[src/rtl/spi_pkg.sv]
// rtl/spi_pkg.sv - shared state type, index-width helper and timeout default for the SPI arbiter
package spi_pkg;

  typedef enum logic [2:0] {
    IDLE,
    LOAD,
    WAIT_START,
    WAIT_END,
    DONE
  } spi_arb_state_e;

  localparam int SPI_DEFAULT_TIMEOUT = 4096;

  // Index width for n requesters; never less than 1 bit.
  function automatic int clog2(input int n);
    int r;
    r = 0;
    for (int i = 0; i < 31; i++) begin
      if ((1 << i) < n) r = i + 1;
    end
    return (r == 0) ? 1 : r;
  endfunction

endpackage

[src/rtl/spi_rr_picker.sv]
// rtl/spi_rr_picker.sv - combinational round-robin select, scanning upward from last_grant+1
module spi_rr_picker
  import spi_pkg::*;
#(
  parameter int N     = 4,
  parameter int IDX_W = clog2(N)
) (
  input  logic [N-1:0]     req,
  input  logic [IDX_W-1:0] last_grant,
  output logic [N-1:0]     gnt,
  output logic [IDX_W-1:0] idx,
  output logic             valid
);

  always_comb begin
    logic [IDX_W-1:0] k;
    gnt   = '0;
    idx   = '0;
    valid = 1'b0;
    k     = '0;
    for (int i = 1; i <= N; i++) begin
      k = IDX_W'((int'(last_grant) + i) % N);
      if (!valid && req[k]) begin
        valid  = 1'b1;
        gnt[k] = 1'b1;
        idx    = k;
      end
    end
  end

endmodule

[src/rtl/spi_xfer_arbiter.sv]
// rtl/spi_xfer_arbiter.sv - round-robin sharing of one SPI transfer engine among NUM_REQ requesters
// Optional watchdog: define SPI_ARB_TIMEOUT_EN.
module spi_xfer_arbiter
  import spi_pkg::*;
#(
  parameter int NUM_REQ        = 4,
  parameter int DATA_W         = 8,
  parameter int TIMEOUT_CYCLES = SPI_DEFAULT_TIMEOUT
) (
  input  logic                        PCLK,
  input  logic                        PRESET_n,
  input  logic                        spi_en_i,
  input  logic                        mstr_i,
  input  logic [NUM_REQ-1:0]          req_i,
  input  logic [NUM_REQ*DATA_W-1:0]   wdata_i,
  input  logic                        tip_i,
  input  logic                        receive_data_i,
  input  logic [DATA_W-1:0]           miso_data_i,
  output logic                        send_data_o,
  output logic [DATA_W-1:0]           mosi_data_o,
  output logic [NUM_REQ-1:0]          gnt_o,
  output logic [NUM_REQ-1:0]          done_o,
  output logic [DATA_W-1:0]           rdata_o,
  output logic                        busy_o,
  output logic                        timeout_o
);

  localparam int IDX_W = clog2(NUM_REQ);

  if (NUM_REQ < 2 || NUM_REQ > 8) begin : g_bad_num_req
    $error("spi_xfer_arbiter: NUM_REQ must be 2..8");
  end
  if (TIMEOUT_CYCLES < 2 || TIMEOUT_CYCLES > 65536) begin : g_bad_timeout
    $error("spi_xfer_arbiter: TIMEOUT_CYCLES must be 2..65536");
  end

  spi_arb_state_e       state;
  logic [IDX_W-1:0]     last_grant;
  logic [IDX_W-1:0]     win_idx;
  logic [NUM_REQ-1:0]   pick_gnt;
  logic [IDX_W-1:0]     pick_idx;
  logic                 pick_valid;
  logic [DATA_W-1:0]    pick_wdata;
  logic                 run;

  assign run = spi_en_i & mstr_i;

  spi_rr_picker #(
    .N     (NUM_REQ),
    .IDX_W (IDX_W)
  ) u_picker (
    .req        (req_i),
    .last_grant (last_grant),
    .gnt        (pick_gnt),
    .idx        (pick_idx),
    .valid      (pick_valid)
  );

  always_comb begin
    pick_wdata = '0;
    for (int k = 0; k < NUM_REQ; k++) begin
      if (pick_gnt[k]) pick_wdata = wdata_i[k*DATA_W +: DATA_W];
    end
  end

`ifdef SPI_ARB_TIMEOUT_EN
  // Arm one cycle early so the pulse lands on the cycle the count reaches TIMEOUT_CYCLES-1.
  localparam logic [15:0] WD_ARM = 16'(TIMEOUT_CYCLES - 2);
  logic [15:0] wd_cnt;
  logic        timeout_q;
  assign timeout_o = timeout_q;
`else
  assign timeout_o = 1'b0;
`endif

  always_ff @(posedge PCLK or negedge PRESET_n) begin
    if (!PRESET_n) begin
      state       <= IDLE;
      gnt_o       <= '0;
      done_o      <= '0;
      send_data_o <= 1'b0;
      mosi_data_o <= '0;
      rdata_o     <= '0;
      busy_o      <= 1'b0;
      last_grant  <= IDX_W'(NUM_REQ - 1);
      win_idx     <= '0;
`ifdef SPI_ARB_TIMEOUT_EN
      wd_cnt      <= '0;
      timeout_q   <= 1'b0;
`endif
    end else begin
      send_data_o <= 1'b0;
      done_o      <= '0;
`ifdef SPI_ARB_TIMEOUT_EN
      timeout_q   <= 1'b0;
`endif
      if (state != IDLE && !run) begin
        state  <= IDLE;
        gnt_o  <= '0;
        busy_o <= 1'b0;
      end else begin
        case (state)
          IDLE: begin
            if (run && pick_valid) begin
              state       <= LOAD;
              gnt_o       <= pick_gnt;
              win_idx     <= pick_idx;
              mosi_data_o <= pick_wdata;
              send_data_o <= 1'b1;
              busy_o      <= 1'b1;
`ifdef SPI_ARB_TIMEOUT_EN
              wd_cnt      <= '0;
`endif
            end
          end
          LOAD: state <= WAIT_START;
          WAIT_START, WAIT_END: begin
            // A strobe in WAIT_START is a transfer too short for tip to be seen.
            if (receive_data_i) begin
              rdata_o <= miso_data_i;
              done_o  <= gnt_o;
              state   <= DONE;
            end else begin
              if (state == WAIT_START && tip_i) state <= WAIT_END;
`ifdef SPI_ARB_TIMEOUT_EN
              wd_cnt <= wd_cnt + 16'd1;
              if (timeout_q) begin
                state      <= IDLE;
                gnt_o      <= '0;
                busy_o     <= 1'b0;
                last_grant <= win_idx;
              end else if (wd_cnt == WD_ARM) begin
                timeout_q <= 1'b1;
              end
`endif
            end
          end
          DONE: begin
            state      <= IDLE;
            gnt_o      <= '0;
            busy_o     <= 1'b0;
            last_grant <= win_idx;
          end
          default: state <= IDLE;
        endcase
      end
    end
  end

endmodule
[config.mk]
export PLATFORM = sky130hd
export DESIGN_NAME = spi_xfer_arbiter
export DESIGN_NICKNAME = d
export VERILOG_FILES = /design/src/rtl/spi_pkg.sv /design/src/rtl/spi_rr_picker.sv /design/src/rtl/spi_xfer_arbiter.sv
export SDC_FILE = /design/constraint.sdc
export NUM_CORES = 1
export LEC_CHECK = 0
export BUFFER_PORTS_ARGS = -buffer_cell sky130_fd_sc_hd__buf_2
export CAP_MARGIN = 20
export CELL_PAD_IN_SITES_DETAIL_PLACEMENT = 1
export CELL_PAD_IN_SITES_GLOBAL_PLACEMENT = 1
export CORE_ASPECT_RATIO = 0.75
export CORE_MARGIN = 3
export CORE_UTILIZATION = 40
export DETAILED_ROUTE_END_ITERATION = 10
export PLACE_DENSITY_LB_ADDON = 0.2
export SETUP_SLACK_MARGIN = 0.3
export SYNTH_ARGS = -nofsm -noshare
export SYNTH_HDL_FRONTEND = slang
export SYNTH_SLANG_ARGS = --single-unit
[constraint.sdc]
create_clock -name PCLK -period 7.1 [get_ports PCLK]
set_input_delay 1.42 -clock PCLK [delete_from_list [all_inputs] [get_ports PCLK]]
set_output_delay 1.42 -clock PCLK [all_outputs]
set_load 0.03 [all_outputs]
==> results.yml, run 1 <==
synth:
  synthesis.instances: 209
  synth.lib_cells_used.distinct: 47
  postSynthAreaPerCell_um2: 9.97
  synth_flop_cell: "dfrtp_1"
  postSynthNetCount: 267
  ys_seq_area_share_pct: 39.7
  count_of_state_elements_after_synthesis: 33
  ys.warnings.count: 0
  synth_edf_count: 0
  synth.cell_area_um2: 2080
  proportion_of_synthesized_flip_flops_having_asynchronous_set_or_reset_pct: 100
critical_path:
  critical-path-top-delay-family: "compound AO/OA/AOI/OAI gates"
  worst_path_class_setup: "register to register"
  critPathBufInv: 1
  cp.arrival_ns: 3.77
  cp_cell_sequence: "inv_1 -> ha_1 -> and3b_1 -> a211oi_2 -> nor3_2 -> a221o_1 -> or3b_1 -> o221a_1"
  critPathMaxStageDelay_ns: 0.75
  timing.critical_path.required_ns: 7.27
  critPathCaptureType: "register"
  critical_path.slowest_cell: "dfstp_2"
  startpoint_type: "register"
  cp_max_fo: 18
final_layout:
  final_layout_size_suffix_gt1_share_pct: 37.6
  n_fill_cell: 600
  fin_cells: 339
  design.final.nets: 336
  antenna-diode-count: 0
  areaGrowthSynthToFinish_pct: 21.2
pwr:
  report.power.total_mw: 0.536
  p_leak_nw: 1.26
  p_int_mw: 0.351
  net-switching-power_mw: 0.185
  netSwitchingFraction_pct: 34.5
  power.share.combinational_pct: 30.7
  pwr_density_cell_nw_per_um2: 212
  power.share.clock_pct: 27.0
  worst_ir_drop_vdd_v: 0.000117
  power.share.sequential_pct: 42.3
sta:
  hold_violations: 0
  fmax_mhz: 278
  slew_at_the_pin_closest_to_its_max_slew_limit_ns: 0.829
  fin_skew_ns: 0.00550
  setup_viol: 0
  max_slew_margin_pct: 44.6
  drv_slew: 0
  final_min_period_over_clock_period_pct: 50.7
  rsz0062_at_grt: "false"
  final.setup.tns_ns: 0
  final.min_clock_period_ns: 3.60
die:
  floorplan.die_area_um2: 6120
  core-area_um2: 4950
  floorplan.die.width_um: 89.4
  placement_rows: 22
  dieHeight_um: 68.5
  effective_utilization_at_floorplan_pct: 42.1
  pin_count: 77
global_routing:
  grt.total_usage_pct: 20.5
  grt_antenna_before_repair: 0
  grt_first_pass_wirelength_mm: 9.47
  grt_remaining_overflow: 0
  grt_start_max_net_pins: 34
  first_global_vias: 1866
status:
  run_status: "finished, final reports clean"
place:
  place.detailed.hpwl_mm: 4.51
  port_buffers: 75
  finalWeightedCongestion: 0.783
  placedCellCount: 331
clock_tree:
  numClockSinks: 33
  cts-hold-fix-buffers: 0
  worstSkewPairLatency_ns: 0.29
  post_cts.repair.setup_buffers: 0
  cts_tree: "built"
  cts.clk_slew.worst_paths_ns: 0.06
  cts-buffers-inserted: 5
  htree_levels: 2
  post_cts_resize_count: 0
  cts_max_path_buffers: 2
  clock_tree.root_cell: "clkbuf_8"
min_path:
  worst_hold_path_type: "register to register"
detailed_routing:
  drt_iter0_drc: 67
  firstDrtPassIters: 4
  wl_per_cell_um: 17.1
  routed-via-count: 1864
  route.detailed.vias_per_inst: 5.50
  final_antenna_violating_net_count: 0
  drc_errors: 0
  wire_length_after_detailed_routing_mm: 5.78
flow_run:
  cap_viol_max_count: 0
==> Yosys cell counts (all sizes together), types with 2 or more instances <==
cell type / n / area share, %
dfrtp: 31 / 37
mux4: 2 / 2.2
clkbuf: 4 / 0.78
a21boi: 3 / 1.3
o41ai: 8 / 3.4
inv: 12 / 2.2
a21o: 2 / 0.72
o31ai: 8 / 2.9
o21ai: 10 / 2.4
or3b: 2 / 0.84
a221o: 2 / 1.0
nor2b: 2 / 0.60
mux2i: 2 / 0.96
o221a: 8 / 4.3
a22o: 3 / 1.3
and2: 6 / 1.8
mux2: 10 / 5.4
nor3: 7 / 1.9
buf: 10 / 4.3
a21oi: 10 / 2.4
a211oi: 4 / 2.2
and3b: 3 / 1.3
ha: 8 / 4.8
dfstp: 2 / 2.5
nand2: 11 / 2.1
nor2: 27 / 4.9
==> kinds of logic (layout without fill, tap and decap cells) <==
logic type                 after synthesis  after routing  share of synthesized area [%]
buffers and inverters                   26             96                           7.20
and+or+nand+nor                         65             65                           16.0
DFF                                     33             33                           39.7
other                                    1              1                          0.180
adders and majority gates                8              8                           4.80
AOI/OAI and AO/OA                       62             62                           23.6
muxes                                   14             14                           8.52
==> power groups by stage <==
stage,Sequential [mW],Combinational [mW],Clock (mW)
after global routing,0.230,0.180,0.158
after floorplan,0.268,0.0727,0
after global placement,0.229,0.161,0
final,0.227,0.164,0.145
after detailed placement,0.230,0.166,0
after CTS,0.227,0.166,0.150
==> routing by layer <==
metal	track usage [%]	share of wire [%]	up-vias	wire, µm
met5	0	0	-	0
met4	3.35	0.66	0	38
met3	5.46	7.7	5	446
met2	33.5	45	64	2590
met1	27.9	47	889	2710
li1	-	-	906	-
==> placed cells by master (no fill, tap or decap), drive strengths merged, types with 3 or more instances in the layout <==
cell    count
a21oi      10
o41ai       8
o21ai      10
mux2       10
buf        76
nand2      11
and3b       3
ha          8
a211oi      4
nor2       27
clkbuf      8
nor3        7
dfrtp      31
inv        12
o31ai       8
a22o        3
and2        6
a21boi      3
o221a       8
==> worst register-to-register path: stages, from the launching register on <==
cell      delay, ns
dfstp_2        0.75
inv_1          0.22
ha_1           0.48
and3b_1        0.25
a211oi_2       0.29
nor3_2         0.13
a221o_1        0.52
or3b_1         0.55
o221a_1        0.31
==> flip-flops by register name (all words and copies together), names as in the netlist <==
register and count:
last_grant 2, send_data_o 1, mosi_data_o 8, rdata_o 8, done_o 4, state 3, busy_o 1, gnt_o 4
win_idx 2
==> path summary, 6_finish.rpt <==
| check | startpoint | to | slack [ns] | cells after the start |
|---|---|---|---|---|
| max | last_grant[0]$_DFFE_PN1P_ | mosi_data_o[6]$_DFFE_PN0P_ | 3.50 | 8 |
| min | busy_o$_DFFE_PN0P_ | busy_o$_DFFE_PN0P_ | 0.48 | 2 |
| max in group asynchronous | PRESET_n | win_idx[0]$_DFFE_PN0P_ | 5.45 | 1 |
| min reg2reg | busy_o$_DFFE_PN0P_ | busy_o$_DFFE_PN0P_ | 0.48 | 2 |
| max reg2reg | last_grant[0]$_DFFE_PN1P_ | mosi_data_o[6]$_DFFE_PN0P_ | 3.50 | 8 |
| min in group asynchronous | PRESET_n | mosi_data_o[0]$_DFFE_PN0P_ | 1.18 | 1 |
==> stage by stage <==
step | hold slack [ns] | instance area (µm²) | util [%] | setup slack, ns
3_3_place_gp | 0.456 | 2440 | 49.2 | 3.35
5_1_grt | 0.503 | 2530 | 51.0 | 3.33
2_1_floorplan | 0.446 | 2080 | - | 3.70
6_report | 0.481 | 2530 | 51.0 | 3.50
3_5_place_dp | 0.476 | 2440 | 49.2 | 3.30
4_1_cts | 0.493 | 2530 | 51.0 | 3.53
==> final cells by class <==
cell class                      instances  area, µm²  share of cell area (%)
Clock buffer                            8       90.1                    3.56
Sequential cell                        33        828                    32.8
Timing Repair Buffer                   76        383                    15.1
Tap cell                               60       75.1                    2.97
Inverter                               12       45.0                    1.78
Multi-Input combinational cell        150       1110                    43.8
No activity file was read; power rests on OpenSTA's default activity.
==> inputs of run 2 (changes only) <==
- CORE_UTILIZATION: 40 -> 37
- clock period: 7.1 -> 3.6 ns (I/O delays scaled with it)
==> run 2 against run 1 <==
  * Core utilization down 3.0 points
  * Clock skew about the same
  * Global-route usage down 2.8 points
  * Clock power increased by 82%
  * First-iteration DRC count increased by 3.0%
  * Non-clock buffer count up 3
  * Die area rose by 7.5%
  * Sequential power is 95% higher
  * Largest power group unchanged
==> results.yml, run 2 (synthesis results as in run 1) <==
status:
  run_status: "finished, final reports clean"
sta:
  max_slew_margin_pct: 51.6
  fmax_mhz: 316
  fin_skew_ns: 0.00568
  setup_viol: 0
  final.min_clock_period_ns: 3.17
  slew_at_the_pin_closest_to_its_max_slew_limit_ns: 0.725
  hold_violations: 0
  drv_slew: 0
  final.setup.tns_ns: 0
  final_min_period_over_clock_period_pct: 88.0
  rsz0062_at_grt: "false"
pwr:
  p_leak_nw: 1.28
  net-switching-power_mw: 0.365
  power.share.sequential_pct: 42.6
  netSwitchingFraction_pct: 35.1
  pwr_density_cell_nw_per_um2: 402
  p_int_mw: 0.674
  worst_ir_drop_vdd_v: 0.000160
  power.share.combinational_pct: 32.0
  report.power.total_mw: 1.04
  power.share.clock_pct: 25.4
clock_tree:
  cts_max_path_buffers: 2
  cts-buffers-inserted: 5
  worstSkewPairLatency_ns: 0.28
  post_cts.repair.setup_buffers: 0
  cts.clk_slew.worst_paths_ns: 0.07
  clock_tree.root_cell: "clkbuf_8"
  htree_levels: 2
  numClockSinks: 33
  cts_tree: "built"
die:
  core-area_um2: 5380
  floorplan.die_area_um2: 6580
  pin_count: 77
  placement_rows: 23
  dieHeight_um: 71.0
  floorplan.die.width_um: 92.7
  effective_utilization_at_floorplan_pct: 38.7
global_routing:
  first_global_vias: 1890
  grt_antenna_before_repair: 0
  grt.total_usage_pct: 17.6
  grt_remaining_overflow: 0
  grt_first_pass_wirelength_mm: 9.36
  grt_start_max_net_pins: 34
min_path:
  worst_hold_path_type: "register to register"
  hold_end: "busy_o$_DFFE_PN0P_"
  hold_depth: 2
  hp-start: "busy_o$_DFFE_PN0P_"
detailed_routing:
  route.detailed.vias_per_inst: 5.22
  drt_iter0_drc: 69
  wire_length_after_detailed_routing_mm: 5.86
  final_antenna_violating_net_count: 0
  drc_errors: 0
  wl_per_cell_um: 16.4
  routed-via-count: 1865
  firstDrtPassIters: 4
critical_path:
  critical-path-top-delay-family: "compound AO/OA/AOI/OAI gates"
  critPathLaunch: "last_grant[1]$_DFFE_PN1P_"
  critPathMaxStageDelay_ns: 0.62
  timing.critical_path.required_ns: 3.82
  critPathCaptureType: "register"
  r2r_start: "last_grant[1]$_DFFE_PN1P_"
  r2r_cells: 9
  cp_max_fo: 11
  cp.arrival_ns: 3.38
  critPathBufInv: 2
  reg2reg_to: "mosi_data_o[5]$_DFFE_PN0P_"
  startpoint_type: "register"
  critical_path.slowest_cell: "dfstp_2"
  cp_cell_sequence: "inv_1 -> ha_2 -> mux4_2 -> nor2b_1 -> a22o_1 -> a211oi_2 -> buf_4 -> o41ai_1 -> o221a_1"
  cp_num_cells: 9
  worst_path_class_setup: "register to register"
  worst-r2r-setup-slack_ns: 0.43
final_layout:
  final_area_um2: 2580
  design.final.nets: 339
  fin_cells: 357
  antenna-diode-count: 0
  final_layout_size_suffix_gt1_share_pct: 40.1
  largest_registers: "mosi_data_o x8, rdata_o x8"
  mostFrequentLayoutCell: "buf_2"
  most-common-layout-cells: "buf_2, dfrtp_1, nor2_1, inv_1"
  n_fill_cell: 666
  areaGrowthSynthToFinish_pct: 23.9
place:
  port_buffers: 75
  finalWeightedCongestion: 0.849
  placedCellCount: 349
  placed_cell_area_um2: 2480
  place.detailed.hpwl_mm: 4.46
flow_run:
  cap_viol_max_count: 0
-- run 2: cell count changes in the layout (fill, tap and decap cells not counted), sizes merged --
cell,previous run,this run
clkinv,0,2
buf,76,79
clkbuf,8,5
clkinvlp,0,1
-- run 2: how the worst max path moves through the flow --
stage,to,slack [ns]
after global routing,mosi_data_o[5]$_DFFE_PN0P_,0.28
final,mosi_data_o[5]$_DFFE_PN0P_,0.43
after CTS,mosi_data_o[6]$_DFFE_PN0P_,0.38
after detailed placement,mosi_data_o[6]$_DFFE_PN0P_,0.39
after global placement,mosi_data_o[4]$_DFFE_PN0P_,0.48
after floorplan,mosi_data_o[0]$_DFFE_PN0P_,0.44
-- run 2: per-stage QoR --
stage	hold slack, ns	setup slack (ns)	utilization (%)
6_report	0.477	0.431	48.0
3_3_place_gp	0.458	0.482	46.1
3_5_place_dp	0.463	0.385	46.1
4_1_cts	0.480	0.376	47.7
2_1_floorplan	0.424	0.442	-
5_1_grt	0.501	0.279	48.0
-- run 2: layout make-up --
| type | instances | area [µm²] | share of cell area, % |
|---|---|---|---|
| Inverter | 12 | 45.0 | 1.74 |
| Clock inverter | 3 | 17.5 | 0.678 |
| Clock buffer | 5 | 68.8 | 2.66 |
| Timing Repair Buffer | 79 | 405 | 15.7 |
| Sequential cell | 33 | 828 | 32.1 |
| Tap cell | 75 | 93.8 | 3.63 |
| Multi-Input combinational cell | 150 | 1120 | 43.5 |
-- run 2: what timing repair did --
item                                   4_1_cts  5_1_grt
hold buffers                                 0        0
gates resized for setup                      0        4
endpoints found under the hold margin        0        0
setup endpoints to repair                    0        9
-- run 2: power by group through the flow --
stage                     Clock (mW)  Combinational [mW]  Sequential, mW
after floorplan                    0               0.143           0.528
after global placement             0               0.325           0.448
after detailed placement           0               0.331           0.451
after CTS                      0.273               0.331           0.444
after global routing           0.292               0.362           0.450
final                          0.264               0.332           0.443
-- run 2: layer usage --
layer  share of wire [%]  vias up  global-route usage [%]  wire length (µm)
met5                   0        -                       0                 0
met4                0.61        0                    2.44                36
met3                 8.4        4                    4.14               490
met2                  45       74                    27.9              2610
met1                  46      876                    25.4              2720
li1                    -      911                       -                 -
-- run 2: tightest hold or removal path, stage by stage, from the launching register on --
cell     delay, ns
dfrtp_1       0.34
nand2_1       0.05
nand2_1       0.06
